==> src/rtl/dmni_br_tx.sv <==
// BrLite transmit side of the DMNI: MMR-staged broadcast words are queued and sent over a four-phase req/ack handshake.
// br_req_o rises 1 cycle after the FIFO becomes non-empty; pushes to a full FIFO are dropped and flagged as overflow.
module dmni_br_tx #(
    parameter int FIFO_DEPTH = 4
) (
    input  logic        clk_i,
    input  logic        rst_i,
    input  logic [7:0]  address_i,
    input  logic        cfg_en_i,
    input  logic        cfg_we_i,
    input  logic [7:0]  cfg_addr_i,
    input  logic [31:0] cfg_data_i,
    output logic [31:0] cfg_data_o,
    output logic        br_req_o,
    input  logic        br_ack_i,
    output logic [35:0] br_data_o,
    output logic        irq_o
);

    localparam int PTR_W = $clog2(FIFO_DEPTH);
    localparam int CNT_W = $clog2(FIFO_DEPTH + 1);

    localparam logic [7:0] ADDR_STATUS  = 8'h00;
    localparam logic [7:0] ADDR_TX      = 8'h40;
    localparam logic [7:0] ADDR_PAYLOAD = 8'h44;

    typedef enum logic [1:0] {
        ST_IDLE,
        ST_REQ,
        ST_RELEASE
    } state_t;

    state_t             state_q, state_d;
    logic [35:0]        mem_q [FIFO_DEPTH];
    logic [35:0]        mem_d [FIFO_DEPTH];
    logic [PTR_W-1:0]   wr_ptr_q, wr_ptr_d;
    logic [PTR_W-1:0]   rd_ptr_q, rd_ptr_d;
    logic [CNT_W-1:0]   count_q, count_d;
    logic [7:0]         seq_q, seq_d;
    logic [15:0]        payload_q, payload_d;
    logic               irq_en_q, irq_en_d;
    logic               ovf_q, ovf_d;
    logic [31:0]        cfg_data_q, cfg_data_d;
    logic               br_req_q, br_req_d;
    logic [35:0]        br_data_q, br_data_d;

    logic               wr_en;
    logic               rd_en;
    logic               push_req;
    logic               push;
    logic               pop;
    logic               full;
    logic               empty;
    logic               busy;
    logic [3:0]         cnt4;
    logic [31:0]        status_w;
    logic               unused_cfg_bits;

    assign unused_cfg_bits = ^cfg_data_i[31:16];

    assign wr_en    = cfg_en_i & cfg_we_i;
    assign rd_en    = cfg_en_i & ~cfg_we_i;
    assign full     = (count_q == CNT_W'(FIFO_DEPTH));
    assign empty    = (count_q == '0);
    // Full is judged on the current count, so a same-cycle pop never makes room for a push.
    assign push_req = wr_en && (cfg_addr_i == ADDR_TX);
    assign push     = push_req && !full;
    assign busy     = !empty || (state_q != ST_IDLE);
    assign cnt4     = 4'(count_q);
    assign status_w = {24'h0, cnt4, irq_en_q, ovf_q, full, busy};

    always_comb begin
        state_d   = state_q;
        br_req_d  = br_req_q;
        br_data_d = br_data_q;
        pop       = 1'b0;
        case (state_q)
            ST_IDLE: begin
                if (!empty) begin
                    state_d   = ST_REQ;
                    br_req_d  = 1'b1;
                    br_data_d = mem_q[rd_ptr_q];
                end
            end
            ST_REQ: begin
                if (br_ack_i) begin
                    pop      = 1'b1;
                    br_req_d = 1'b0;
                    state_d  = ST_RELEASE;
                end
            end
            ST_RELEASE: begin
                if (!br_ack_i) begin
                    state_d = ST_IDLE;
                end
            end
            default: state_d = ST_IDLE;
        endcase
    end

    always_comb begin
        mem_d    = mem_q;
        wr_ptr_d = wr_ptr_q;
        rd_ptr_d = rd_ptr_q;
        count_d  = count_q;
        if (push) begin
            mem_d[wr_ptr_q] = {payload_q, seq_q, address_i, cfg_data_i[3:0]};
            wr_ptr_d        = wr_ptr_q + 1'b1;
        end
        if (pop) begin
            rd_ptr_d = rd_ptr_q + 1'b1;
        end
        case ({push, pop})
            2'b10:   count_d = count_q + CNT_W'(1);
            2'b01:   count_d = count_q - CNT_W'(1);
            default: count_d = count_q;
        endcase
    end

    always_comb begin
        payload_d  = payload_q;
        seq_d      = seq_q;
        irq_en_d   = irq_en_q;
        ovf_d      = ovf_q;
        cfg_data_d = cfg_data_q;
        if (wr_en && (cfg_addr_i == ADDR_PAYLOAD)) begin
            payload_d = cfg_data_i[15:0];
        end
        if (push) begin
            seq_d = seq_q + 8'd1;
        end
        if (push_req && full) begin
            ovf_d = 1'b1;
        end
        if (wr_en && (cfg_addr_i == ADDR_STATUS)) begin
            irq_en_d = cfg_data_i[3];
            if (cfg_data_i[2]) begin
                ovf_d = 1'b0;
            end
        end
        if (rd_en) begin
            case (cfg_addr_i)
                ADDR_STATUS:  cfg_data_d = status_w;
                ADDR_TX:      cfg_data_d = {24'h0, seq_q};
                ADDR_PAYLOAD: cfg_data_d = {16'h0, payload_q};
                default:      cfg_data_d = 32'h0;
            endcase
        end
    end

    // Queue storage needs no reset: the pointers and count define what is valid.
    always_ff @(posedge clk_i) begin
        mem_q <= mem_d;
    end

    always_ff @(posedge clk_i) begin
        if (rst_i) begin
            state_q    <= ST_IDLE;
            wr_ptr_q   <= '0;
            rd_ptr_q   <= '0;
            count_q    <= '0;
            seq_q      <= '0;
            payload_q  <= '0;
            irq_en_q   <= 1'b0;
            ovf_q      <= 1'b0;
            cfg_data_q <= '0;
            br_req_q   <= 1'b0;
            br_data_q  <= '0;
        end else begin
            state_q    <= state_d;
            wr_ptr_q   <= wr_ptr_d;
            rd_ptr_q   <= rd_ptr_d;
            count_q    <= count_d;
            seq_q      <= seq_d;
            payload_q  <= payload_d;
            irq_en_q   <= irq_en_d;
            ovf_q      <= ovf_d;
            cfg_data_q <= cfg_data_d;
            br_req_q   <= br_req_d;
            br_data_q  <= br_data_d;
        end
    end

    assign cfg_data_o = cfg_data_q;
    assign br_req_o   = br_req_q;
    assign br_data_o  = br_data_q;
    assign irq_o      = irq_en_q && !full;

endmodule
==> config.mk <==
export PLATFORM = sky130hd
export DESIGN_NAME = dmni_br_tx
export DESIGN_NICKNAME = d
export VERILOG_FILES = /design/src/rtl/dmni_br_tx.sv
export SDC_FILE = /design/constraint.sdc
export NUM_CORES = 1
export LEC_CHECK = 0
export CAP_MARGIN = 20
export CORE_MARGIN = 2
export CORE_UTILIZATION = 49
export CTS_CLUSTER_DIAMETER = 30
export CTS_CLUSTER_SIZE = 25
export DETAILED_ROUTE_END_ITERATION = 12
export GPL_TIMING_DRIVEN = 0
export PLACE_DENSITY = 0.87
export SLEW_MARGIN = 40
export SYNTH_ARGS = -nofsm -noshare
export SYNTH_HDL_FRONTEND = slang
export SYNTH_SLANG_ARGS = --single-unit
==> constraint.sdc <==
create_clock -name clk_i -period 3.1 [get_ports clk_i]
set_input_delay 0.62 -clock clk_i [delete_from_list [all_inputs] [get_ports clk_i]]
set_output_delay 0.62 -clock clk_i [all_outputs]
set_load 0.02 [all_outputs]
==> impl_summary.txt <==
----------------------------------------------------
[Run status]
  Outcome ... completed

[Yosys]
  Simple-Gate Fraction of Synth Area ... 0.0973
  Fraction of the yosys area taken by sequential cells ... 0.689
  Area fraction in compound gates after synthesis ... 0.0632
  EDFF count, synth ... 144
  Mean instance size in the synthesized netlist ... 14.0 sq um
  Synthesized instance count ... 631
  Mux cell area share after synthesis ... 0.100
  Warnings, synthesis ... 0
  Post-synthesis adder-cell area fraction ... 0.0108
  Largest family of logic cells by synthesized area ... multiplexers
  Primary flip-flop cell chosen by synthesis mapping ... sky130_fd_sc_hd__edfxtp_1
  Xor and xnor fraction of the mapped netlist area ... 0.00694
  Library cells used by synthesis ... 49
  Proportion of synthesized flip-flops having asynchronous set or reset ... 0
  Flip-flop and latch count after synthesis ... 232
  Post-Syn Area ... between 8000 and 9000 sq um

[Die]
  Ports ... 123
  Num rows ... 49
  Initial core utilization ... 0.495
  Vertical extent of the die ... between 100 and 150 um
  Area of the placeable core ... between 15000 and 20000 sq um
  Horizontal extent of the die ... 138 um
  Die area ... 19100 sq um

[Timing]
  Final critical delay including setup and external delays ... 3000 ps
  Max Clk Rate ... ~330 MHz
  Number of endpoints failing setup at the final stage ... 0
  Number of pins with negative max-slew slack in the final report ... 0
  Min setup slack post-route ... 102 ps
  Final worst-path cycle share ... 0.967
  Setup repair after global routing missed its margin ... no
  Least-Margin Pin Slew ... 880 ps
  Tightest hold margin ... 452 ps
  Normalized max-slew margin ... 0.414
  Worst clock skew on the final layout ... 16.6 ps
  Final Hold Violating Endpoints ... 0

[Setup path]
  WP data arrival ... roughly 3400 ps
  Critical path class ... in -> reg
  Kind of launch point of the worst setup path ... input port
  Kind of cell adding the most delay to the critical path ... simple AND/OR/NAND/NOR gates
  Series of cell instances along the critical path ... clkdlybuf4s50_1 -> or4b_4 -> nor4_4 -> buf_4 -> inv_1 -> ha_1 -> inv_1 -> fa_1 -> xor2_1 -> or3_1 -> a21oi_1
  Max incr delay on CP ... 580 ps
  Required time worst endpoint ... 3540 ps
  Combined buffer and inverter count along the critical path ... 4
  Slowest CP cell ... sky130_fd_sc_hd__clkdlybuf4s50_1
  Most prevalent standard cell on the critical path ... sky130_fd_sc_hd__inv_1
  Kind of capture point of the worst setup path ... register
  Register-to-register path setup slack ... 550 ps
  Peak fanout along the critical path ... 10

[Place]
  Final weighted congestion in routability-driven placement ... 0.904
  Post-detailed-placement half-perimeter wirelength ... 12.7 mm
  Count of input and output buffers ... 89
  Place WS ... -684 ps

[Clock tree]
  Library cell used as clock root buffer ... sky130_fd_sc_hd__clkbuf_16
  Deepest level of the CTS H-tree ... 2
  Number of setup buffers added after CTS ... 0
  CTS buffer count ... 39
  Clock tree from TritonCTS ... yes
  Sinks on the clock net ... 232
  Largest buffer count on any clock path ... 3
  Clock transition at the register clock pins on the worst setup and hold paths after CTS ... 50 ps
  Clock latency on the worst-skew pair ... 520 ps

[Pwr]
  Post-route total power ... around 8 mW
  Leak ... about 4.0 nW
  Peak VDD IR ... 0.465 mV
  Power density over the cells ... 689 nW/um^2

[Routing]
  DR DRC count ... 0
  Post-detailed-routing wire length ... 21.0 mm
  Drt pass-1 iters ... 7
  Via count ... 5786
  Number of nets with antenna violations after detailed routing ... 0
  Routed vias/inst ... 5.58
  Average detailed-routed wire length per instance ... 20.3 um
  Number of violations reported at the end of detailed-routing iteration 0 ... 521

[Global route]
  Number of antenna violations at the first check in global routing ... 0
  Global Route Usage Sum ... 0.220
  First-pass GRT wire length ... around 32 mm
  Largest net degree at the start of global routing ... 37
  Global route total overflow ... 0
  Via count of the first global-routing pass ... 5904

[Layout]
  Proportion of layout cells with a drive suffix above 1 ... 0.172
  Number of nets in the layout ... ~840
  Most common library cell in the layout ignoring fill and taps ... sky130_fd_sc_hd__edfxtp_1
  Number of diodes added for antenna fixing ... 0
  Leading cell types in the layout, fill and taps excluded ... sky130_fd_sc_hd__edfxtp_1 (144), sky130_fd_sc_hd__nand2_1 (113), sky130_fd_sc_hd__clkdlybuf4s50_1 (89)
  Layout Area Growth over Synthesis ... 30.6%

[Hold path]
  Hold/Removal Path Class ... reg -> reg

[Job]
  Max-cap check violation count ... 0

----------------------------------------------------
==> timing repair <==
item,in CTS,in global routing
gates resized for setup,2,0
setup endpoints to repair,21,2
hold buffers,0,0
pin swaps,0,1
==> cells in the mapped netlist (4+ instances only) <==
library cell | instances | area (sq um)
sky130_fd_sc_hd__a21oi_1 | 64 | 320
sky130_fd_sc_hd__a22o_1 | 4 | 35.0
sky130_fd_sc_hd__a22oi_1 | 9 | 67.6
sky130_fd_sc_hd__and2_1 | 7 | 43.8
sky130_fd_sc_hd__and3_1 | 4 | 25.0
sky130_fd_sc_hd__buf_2 | 5 | 25.0
sky130_fd_sc_hd__buf_4 | 16 | 120
sky130_fd_sc_hd__clkbuf_1 | 26 | 97.6
sky130_fd_sc_hd__dfxtp_1 | 88 | 1760
sky130_fd_sc_hd__edfxtp_1 | 144 | 4320
sky130_fd_sc_hd__ha_1 | 6 | 75.1
sky130_fd_sc_hd__inv_1 | 8 | 30.0
sky130_fd_sc_hd__mux2i_1 | 5 | 50.1
sky130_fd_sc_hd__mux4_2 | 36 | 811
sky130_fd_sc_hd__nand2_1 | 113 | 424
sky130_fd_sc_hd__nand2b_1 | 5 | 31.3
sky130_fd_sc_hd__nand3_1 | 4 | 20.0
sky130_fd_sc_hd__nand4_1 | 7 | 43.8
sky130_fd_sc_hd__nor2_1 | 25 | 93.8
sky130_fd_sc_hd__nor3_1 | 5 | 25.0
sky130_fd_sc_hd__xnor2_1 | 4 | 35.0
==> worst min-delay path: stages, from the launching register on <==
cell and delay, ps:
sky130_fd_sc_hd__dfxtp_1 300, sky130_fd_sc_hd__nand2_1 50, sky130_fd_sc_hd__a21oi_1 50
==> metal layers <==
layer | share of wire | global-route usage | vias to the layer above | routed length [um]
met5 | 0 | 0 | - | 0
met4 | 0.028 | 0.0806 | 0 | 578
met3 | 0.089 | 0.0575 | 51 | 1880
met2 | 0.50 | 0.360 | 296 | 10500
met1 | 0.39 | 0.286 | 2834 | 8110
li1 | - | - | 2605 | -
==> cells by family (layout without fill, tap and decap cells) <==
group                      count (synthesis)  after routing
DFF                                      232            232
muxes                                     43             43
and+or+nand+nor                          189            189
buffers and inverters                     58            219
xor gates and xnor gates                   7              7
adders and majority gates                  7              7
other                                      1             16
AOI/OAI and AO/OA                         94             94
==> worst paths after layout <==
check | startpoint | end | cells past startpoint
min | br_data_o[22] | br_data_o[22] | 2
max | cfg_addr_i[6] | count_q[2] | 11
min reg2reg | br_data_o[22] | br_data_o[22] | 2
max reg2reg | count_q[2] | count_q[2] | 10
==> state kept, by name, indices dropped and copies added, names as in the netlist <==
signal / flops
br_data_o: 36
rd_ptr_q: 2
state_q: 2
ovf_q: 1
mem_q: 144
cfg_data_o: 16
wr_ptr_q: 2
seq_q: 8
br_req_o: 1
payload_q: 16
irq_en_q: 1
count_q: 3
==> final cells by class <==
type	instances	area, sq um
Clock inverter	21	262
Timing Repair Buffer	90	898
Tap cell	229	287
Buffer	50	256
Inverter	8	30.0
Fill cell	1199	6310
Clock buffer	50	1150
Multi-Input combinational cell	356	2560
Sequential cell	232	6090
==> power by group <==
group | switching [mW] | internal [mW] | total [mW]
combinational | 0.0873 | 0.0636 | 0.151
sequential | 0.000683 | 3.26 | 3.26
clock | 1.54 | 3.00 | 4.54
total | 1.63 | 6.32 | 7.95
==> through the flow <==
| stage | cell area, sq um | instances | setup TNS [ps] | util |
|---|---|---|---|---|
| after floorplan | 8890 | 646 | 0 | - |
| after global placement | 10100 | 964 | -112430 | 0.564 |
| after detailed placement | 10100 | 965 | -75920 | 0.566 |
| after CTS | 11500 | 1036 | 0 | 0.646 |
| after global routing | 11500 | 1036 | 0 | 0.646 |
| final | 11500 | 1036 | 0 | 0.646 |
(Power assumes the default switching activity.)
